$ cat config.mk
export PLATFORM = sky130hd
export DESIGN_NAME = bcd_counter_n
export DESIGN_NICKNAME = d
export VERILOG_FILES = /design/src/rtl/bcd_defs.sv /design/src/rtl/bcd_digit.sv /design/src/rtl/bcd_counter_n.sv
export SDC_FILE = /design/constraint.sdc
export NUM_CORES = 1
export LEC_CHECK = 0
export BUFFER_PORTS_ARGS = -buffer_cell sky130_fd_sc_hd__buf_2
export CAP_MARGIN = 10
export CORE_UTILIZATION = 25
export CTS_CLUSTER_SIZE = 20
export DETAILED_ROUTE_END_ITERATION = 10
export GPL_TIMING_DRIVEN = 0
export HOLD_SLACK_MARGIN = 0.02
export PLACE_DENSITY_LB_ADDON = 0.05
export SLEW_MARGIN = 20
export SYNTH_ARGS = -nofsm -noshare
export SYNTH_HDL_FRONTEND = slang
export SYNTH_SLANG_ARGS = --single-unit
export TNS_END_PERCENT = 100
$ cat constraint.sdc
create_clock -name iClk -period 3.3 [get_ports iClk]
set_clock_uncertainty 0.2 [all_clocks]
set_input_delay 0.33 -clock iClk [delete_from_list [all_inputs] [get_ports iClk]]
set_output_delay 0.33 -clock iClk [all_outputs]
set_load 0.1 [all_outputs]
$ cat src/rtl/bcd_defs.sv
// Shared BCD definitions for the bcd_counter_n slice.
//   BCD_MAX / BCD_MIN : digit limits
//   is_bcd()          : nibble legality check, used for load validation
//   bcd_step()        : single-digit increment/decrement with 9<->0 roll
package bcd_defs;

   localparam int         BCD_W   = 4;
   localparam logic [3:0] BCD_MAX = 4'd9;
   localparam logic [3:0] BCD_MIN = 4'd0;

   function automatic logic is_bcd(input logic [3:0] nib);
      return (nib <= BCD_MAX);
   endfunction

   function automatic logic [3:0] bcd_step(input logic [3:0] nib, input logic up);
      logic [3:0] r;
      if (up) r = (nib == BCD_MAX) ? BCD_MIN : nib + 4'd1;
      else    r = (nib == BCD_MIN) ? BCD_MAX : nib - 4'd1;
      return r;
   endfunction

endpackage

$ cat src/rtl/bcd_digit.sv
// One packed-BCD digit of the counter chain.
//   iClk, iRst       : clock, async active-high reset
//   iStep            : step this digit this cycle
//   iUp              : 1 = increment, 0 = decrement
//   iLd, iLdVal[3:0] : parallel load (already validated by the parent)
//   iClr             : synchronous clear
//   oDigit[3:0]      : registered digit value
//   oChain           : carry/borrow out, iStep & at-limit-for-iUp
module bcd_digit
   import bcd_defs::*;
(
   input  logic       iClk,
   input  logic       iRst,
   input  logic       iStep,
   input  logic       iUp,
   input  logic       iLd,
   input  logic [3:0] iLdVal,
   input  logic       iClr,
   output logic [3:0] oDigit,
   output logic       oChain
);

   logic [3:0] digit_q, digit_d;

   always_comb begin
      digit_d = digit_q;
      if (iClr)       digit_d = BCD_MIN;
      else if (iLd)   digit_d = iLdVal;
      else if (iStep) digit_d = bcd_step(digit_q, iUp);
   end

   always_ff @(posedge iClk or posedge iRst) begin
      if (iRst) digit_q <= BCD_MIN;
      else      digit_q <= digit_d;
   end

   assign oChain = iStep & (iUp ? (digit_q == BCD_MAX) : (digit_q == BCD_MIN));
   assign oDigit = digit_q;

endmodule

$ cat src/rtl/bcd_counter_n.sv
// N-digit packed-BCD up/down counter with clear, validated load and
// wrap-or-saturate behaviour at the range limits.
//   DIGITS   : number of BCD digits (1..8)
//   WRAP     : 1 = roll over at limits, 0 = saturate and hold
//   iClk, iRst           : clock, async active-high reset
//   iEn, iUp             : step request and direction
//   iClr, iLoad          : sync clear / parallel load (priority clr > load > en)
//   iLoadVal[4*DIGITS-1:0] : packed BCD load value, units in [3:0]
//   oCount   : registered packed BCD count
//   oTc      : combinational, count at limit for current iUp
//   oOvf     : one-cycle pulse, limit step wrapped or was blocked
//   oLoadErr : one-cycle pulse, load rejected for a non-BCD nibble
module bcd_counter_n
   import bcd_defs::*;
#(
   parameter int unsigned DIGITS = 3,
   parameter int unsigned WRAP   = 1
) (
   input  logic                      iClk,
   input  logic                      iRst,
   input  logic                      iEn,
   input  logic                      iUp,
   input  logic                      iClr,
   input  logic                      iLoad,
   input  logic [BCD_W*DIGITS-1:0]   iLoadVal,
   output logic [BCD_W*DIGITS-1:0]   oCount,
   output logic                      oTc,
   output logic                      oOvf,
   output logic                      oLoadErr
);

   localparam bit WRAP_EN = (WRAP != 0);

   logic [DIGITS:0] chain;
   logic            load_ok;
   logic            en_ok;
   logic            all_max, all_min;
   logic            ovf_q, ovf_d;
   logic            lerr_q, lerr_d;

   always_comb begin
      load_ok = 1'b1;
      all_max = 1'b1;
      all_min = 1'b1;
      for (int i = 0; i < int'(DIGITS); i++) begin
         load_ok = load_ok & is_bcd(iLoadVal[BCD_W*i +: BCD_W]);
         all_max = all_max & (oCount[BCD_W*i +: BCD_W] == BCD_MAX);
         all_min = all_min & (oCount[BCD_W*i +: BCD_W] == BCD_MIN);
      end
   end

   assign oTc   = iUp ? all_max : all_min;
   assign en_ok = iEn & ~iClr & ~iLoad;

   // In saturate mode the units digit is never stepped at the limit, which
   // freezes the whole chain and holds the count.
   assign chain[0] = en_ok & (WRAP_EN | ~oTc);

   for (genvar g = 0; g < int'(DIGITS); g++) begin : g_digit
      bcd_digit u_digit (
         .iClk   (iClk),
         .iRst   (iRst),
         .iStep  (chain[g]),
         .iUp    (iUp),
         .iLd    (iLoad & ~iClr & load_ok),
         .iLdVal (iLoadVal[BCD_W*g +: BCD_W]),
         .iClr   (iClr),
         .oDigit (oCount[BCD_W*g +: BCD_W]),
         .oChain (chain[g+1])
      );
   end

   // With wrapping, carry out of the top digit is exactly a limit crossing.
   assign ovf_d  = WRAP_EN ? chain[DIGITS] : (en_ok & oTc);
   assign lerr_d = ~iClr & iLoad & ~load_ok;

   always_ff @(posedge iClk or posedge iRst) begin
      if (iRst) begin
         ovf_q  <= 1'b0;
         lerr_q <= 1'b0;
      end else begin
         ovf_q  <= ovf_d;
         lerr_q <= lerr_d;
      end
   end

   assign oOvf     = ovf_q;
   assign oLoadErr = lerr_q;

endmodule
# Word level (Yosys, flattened, before mapping)

Cells that the tools add are included.

Bits in registers: 14
Word-level logic and storage cells: 62

Order comparisons: 3
Reductions and logical operators: 6
Multiplexer cells: 22
Add/sub/neg operators: 6
Bitwise gates (word level): 17
Eq/ne operators: 3

Operators with widths:

| cell                                                               | count |
|---|---|
| 4-bit two-way mux                                                  | 18 |
| 1-bit AND                                                          | 14 |
| 4-bit by 1-bit adder with 4-bit output, second input constant      | 3 |
| 4-bit == test, second input constant                               | 3 |
| 4-bit less-or-equal comparator, second input constant              | 3 |
| 4-bit zero test                                                    | 3 |
| 4-bit by 1-bit subtractor with 4-bit output, second input constant | 3 |
| 3-bit nonzero test                                                 | 3 |
| 1-bit two-way mux                                                  | 4 |
| 1-bit NOT                                                          | 3 |

# Logic depth before layout (Yosys ltp)

Depth in word-level cells: 8
Depth in mapped cells: 7
Gate-level depth less buffers: 7

# Hierarchy

Synthesis repeated with hierarchy kept, for this count alone.

Cell total of the unflattened synthesis: 164
Area total of the unflattened synthesis: 1358.8 um^2

By module, submodules not included:

| module        | area an instance (um^2) | cells each | times used |
|---|---|---|---|
| bcd_digit     | 401.6                   | 49         | 3 |
| bcd_counter_n | 153.9                   | 17         | 1 |

# Least setup slack after synthesis

OpenSTA, ideal clock, no wires.

Kind: reg2out
Start: reg g_digit[2].u_digit.digit_q[0]
End: out oTc
Required time: 2.770 ns
Buffers on the path: 0
Setup slack: -1.987 ns
Stages on the path, launching flop included: 5
Data arrival time: 4.757 ns
Cell sequence: dfrtp_1 > inv_1 > ha_1 > or3b_2 > o41ai_1

Longest elaborated chain between the ends: 3

RTL lines:

| element                                          | RTL line                                 | source |
|---|---|---|
| start, declared                                  | bcd_digit.sv:23                          | `logic [3:0] digit_q, digit_d;` |
| start signal, assigned                           | bcd_digit.sv:34                          | `else digit_q <= digit_d;` |
| 4-bit == test or 4-bit zero test (tied branches) | bcd_counter_n.sv:47, bcd_counter_n.sv:48 |  |
| 1-bit AND (on tied branches)                     | bcd_counter_n.sv:47, bcd_counter_n.sv:48 |  |
| 1-bit two-way mux *                              | bcd_counter_n.sv:52                      | `assign oTc = iUp ? all_max : all_min;` |
| end, declared                                    | bcd_counter_n.sv:27                      | `output logic oTc,` |

Mark *: on every way between the ends. The rest lies on a longest branch, timed or not.

# Worst setup path in the final report

Start: reg g_digit[0].u_digit.digit_q[2]
End: out oTc

Longest elaborated chain between the ends: 4

RTL lines:

| element                                          | RTL line |
|---|---|
| start, declared                                  | bcd_digit.sv:23 |
| start signal, assigned                           | bcd_digit.sv:34 |
| 4-bit == test or 4-bit zero test (tied branches) | bcd_counter_n.sv:47, bcd_counter_n.sv:48 |
| 1-bit AND (on tied branches) (2 in a row)        | bcd_counter_n.sv:47, bcd_counter_n.sv:48 |
| 1-bit two-way mux *                              | bcd_counter_n.sv:52 |

Marked as above.

==> results_dict.tcl <==
set metrics [dict create \
    outcome "finished, final reports clean" \
    cts-buffers-inserted 3 \
    core_area_sq_mm 0.00485 \
    hold_start "iLoadVal[8]" \
    cp_max_fo 10 \
    drive_above_1_share_pct 24.4 \
    drtAntennaViolNets 0 \
    setup-violations-final 0 \
    drv_cap 0 \
    fin_cells 268 \
    pre_cts_slack_ns 0.511 \
    hpwlAfterDp_microns 3130 \
    num_rows 25 \
    switchingPower_uw 273 \
    firstDrtPassIters 4 \
    holdPathEnd "g_digit[2].u_digit.oDigit[0]" \
    grt_antenna_before_repair 0 \
    io_pins 33 \
    period_share_pct 94.1 \
    drtIter0Drc 98 \
    synth_edf_count 0 \
    final_net_count 224 \
    drt-vias-per-instance 5.14 \
    seq_power_share_pct 31.6 \
    async_reset_ff_share_pct 100 \
    avgSynthCellArea_sq_um 7.84 \
    grt_pass1_vias 1392 \
    finalWeightedCongestion 0.791 \
    clkTransAtPathRegs_ns 0.07 \
    synth_seq_area_share_pct 27.2 \
    cp.required_ns 2.77 \
    avgRoutedWirePerCell_microns 15.4 \
    cts_buffer_depth 2 \
    hold_class "in -> reg" \
    grt_pass1_wl_microns 6780 \
    cts_tree "done" \
    synth_warnings 0 \
    ir_worst_vdd_uv 218 \
    track_usage_pct 16.4 \
    r2r_cells 6 \
    yosys_register_bits 14 \
    drc 0 \
    clk-insertion-delay-late_ns 0.25 \
    worst_slack_ns 0.194 \
    dr_wl_met2_microns 1900 \
    syn-num-nets 186 \
    maxSlewHeadroom_pct 51.6 \
    rrSetupSlack_ns 0.70 \
    finish.utilization_pct 33.1 \
    end_kind "primary output" \
    initial_core_util_pct 26.5 \
    ys_types 51 \
    grt_overflow 0 \
    num_vias 1378 \
    dieArea_sq_mm 0.00544 \
    wl_met1_microns 2080 \
    hold_viol 0 \
    wl_met3_microns 121 \
    grt_setup_unrepaired "false" \
    p_int_uw 342 \
    worstMarginPinSlew_ns 0.723 \
    reg2reg_to "g_digit[2].u_digit.oDigit[1]" \
    port_buffers 32 \
    slew_violations 0 \
    wirelength_microns 4130 \
    crit_path_start_kind "flop" \
    die_h_microns 73.7 \
    synth-main-ff-cell "dfrtp_1" \
    cts_root_buf "clkbuf_8" \
    arrival_ns 2.58 \
    netlist_instances 164 \
    netlist_area_sq_mm 0.00129 \
    final.setup.tns_ns 0 \
    p_per_area_mw_per_mm2 383 \
    switching_share_pct 44.4 \
    clock-sinks 14 \
    dp.cells 263 \
    r2r-start "g_digit[0].u_digit.oDigit[2]" \
    syn_to_final_growth_pct 24.9 \
    power_frac_comb_pct 43.1 \
    postCtsSetupBuffers 0 \
    nFillCells 523 \
    diodes 0 \
    worstSetupPathType "reg -> out" \
    h-tree-depth 1 \
    grt_max_degree 15 \
    fin_crit_ns 3.11 \
    die_w_microns 73.7 \
    max_clock_freq_mhz 322 \
    cellLeakagePower_uw 0.000640 \
    whs_path_depth 3 \
    routed.top_layer "met4" \
    pwr-share-clk_pct 25.3 \
]
[through the flow]
stage / power, uW / hold slack (ns) / cell area [sq um]
6_report: 615 / 0.105 / 1610
5_1_grt: 651 / 0.118 / 1610
4_1_cts: 622 / 0.102 / 1610
3_5_place_dp: 462 / 0.242 / 1550
3_3_place_gp: 461 / 0.237 / 1550
2_1_floorplan: 402 / 0.0191 / 1310
[cell usage after synthesis, drive strengths merged (5+ instances only)]
master   n  share of area (%)
a21oi    7                3.6
nor2    18                5.3
nand2   11                3.2
clkbuf   9                2.6
dfrtp   14                 27
nor3     5                1.9
nand2b   6                2.9
inv     10                2.9
o21ai   12                4.7
a311oi   6                4.1
[what timing repair did]
item                      in CTS  in global routing
hold endpoints to repair      14                  0
hold buffers                   1                  0
resized for setup              0                  0
[critical path, stage by stage, from the launching register on]
cell	delay [ns]
dfrtp_1	0.39
clkbuf_1	0.22
nor4bb_1	0.56
nand4_1	0.33
nor2_1	0.18
nand2_1	0.10
o41ai_4	0.07
buf_2	0.47
[power groups by stage]
stage	sequential, uW	clock [uW]	combinational [uW]
global placement	198	0	264
detailed placement	198	0	264
global route	196	169	285
finish	195	156	265
floorplan	274	0	128
CTS	194	162	266
[area by class of cell]
class / instances / area [sq um] / area share (%)
Clock buffer: 4 / 45.0 / 2.80
Timing Repair Buffer: 33 / 170 / 10.6
Inverter: 10 / 37.5 / 2.34
Tap cell: 67 / 83.8 / 5.22
Multi-Input combinational cell: 128 / 863 / 53.7
Buffer: 12 / 53.8 / 3.35
Sequential cell: 14 / 353 / 22.0
[kinds of logic (layout without fill, tap and decap cells)]
group	count (synthesis)	count (layout)	share of synthesized area, %
AOI/OAI and AO/OA	55	55	31.2
xor gates and xnor gates	3	3	2.04
adders and majority gates	4	4	3.89
buffers and inverters	22	59	7.10
DFF	14	14	27.2
muxes	2	2	1.65
and+or+nand+nor	64	64	26.8
[layout by cell type, fill, tap and decap left out, types with 3 or more instances in the layout]
cell type	instances
buf_2	33
nor2_1	18
o21ai_0	12
dfrtp_1	12
nand2_1	11
inv_1	10
clkbuf_1	10
nand2b_1	6
a21oi_1	6
a311oi_1	6
nor3_1	5
nand3_1	4
nor2b_1	4
o211ai_1	4
ha_1	4
xnor2_1	3
clkbuf_8	3
[flip-flops by register name, summed over array words and instances (netlist names)]
register and cells:
oLoadErr 1, g_digit.u_digit.oDigit 12, oOvf 1
[how the worst max path moves through the flow]
| stage | slack [ns] | cells past startpoint | startpoint | end |
|---|---|---|---|---|
| floorplan | 0.05 | 3 | g_digit[0].u_digit.oDigit[1] | oTc |
| global placement | 0.55 | 7 | g_digit[0].u_digit.oDigit[2] | oTc |
| detailed placement | 0.51 | 7 | g_digit[0].u_digit.oDigit[2] | oTc |
| CTS | 0.23 | 7 | g_digit[0].u_digit.oDigit[2] | oTc |
| global route | 0.04 | 7 | g_digit[0].u_digit.oDigit[2] | oTc |
| finish | 0.19 | 7 | g_digit[0].u_digit.oDigit[2] | oTc |
[metal layers]
metal	global-route usage (%)	vias up
met3	2.06	2
li1	-	687
met4	5.34	0
met1	22.5	667
met2	26.5	22
met5	0	-
Note: power is estimated with default switching activity, not from simulation.
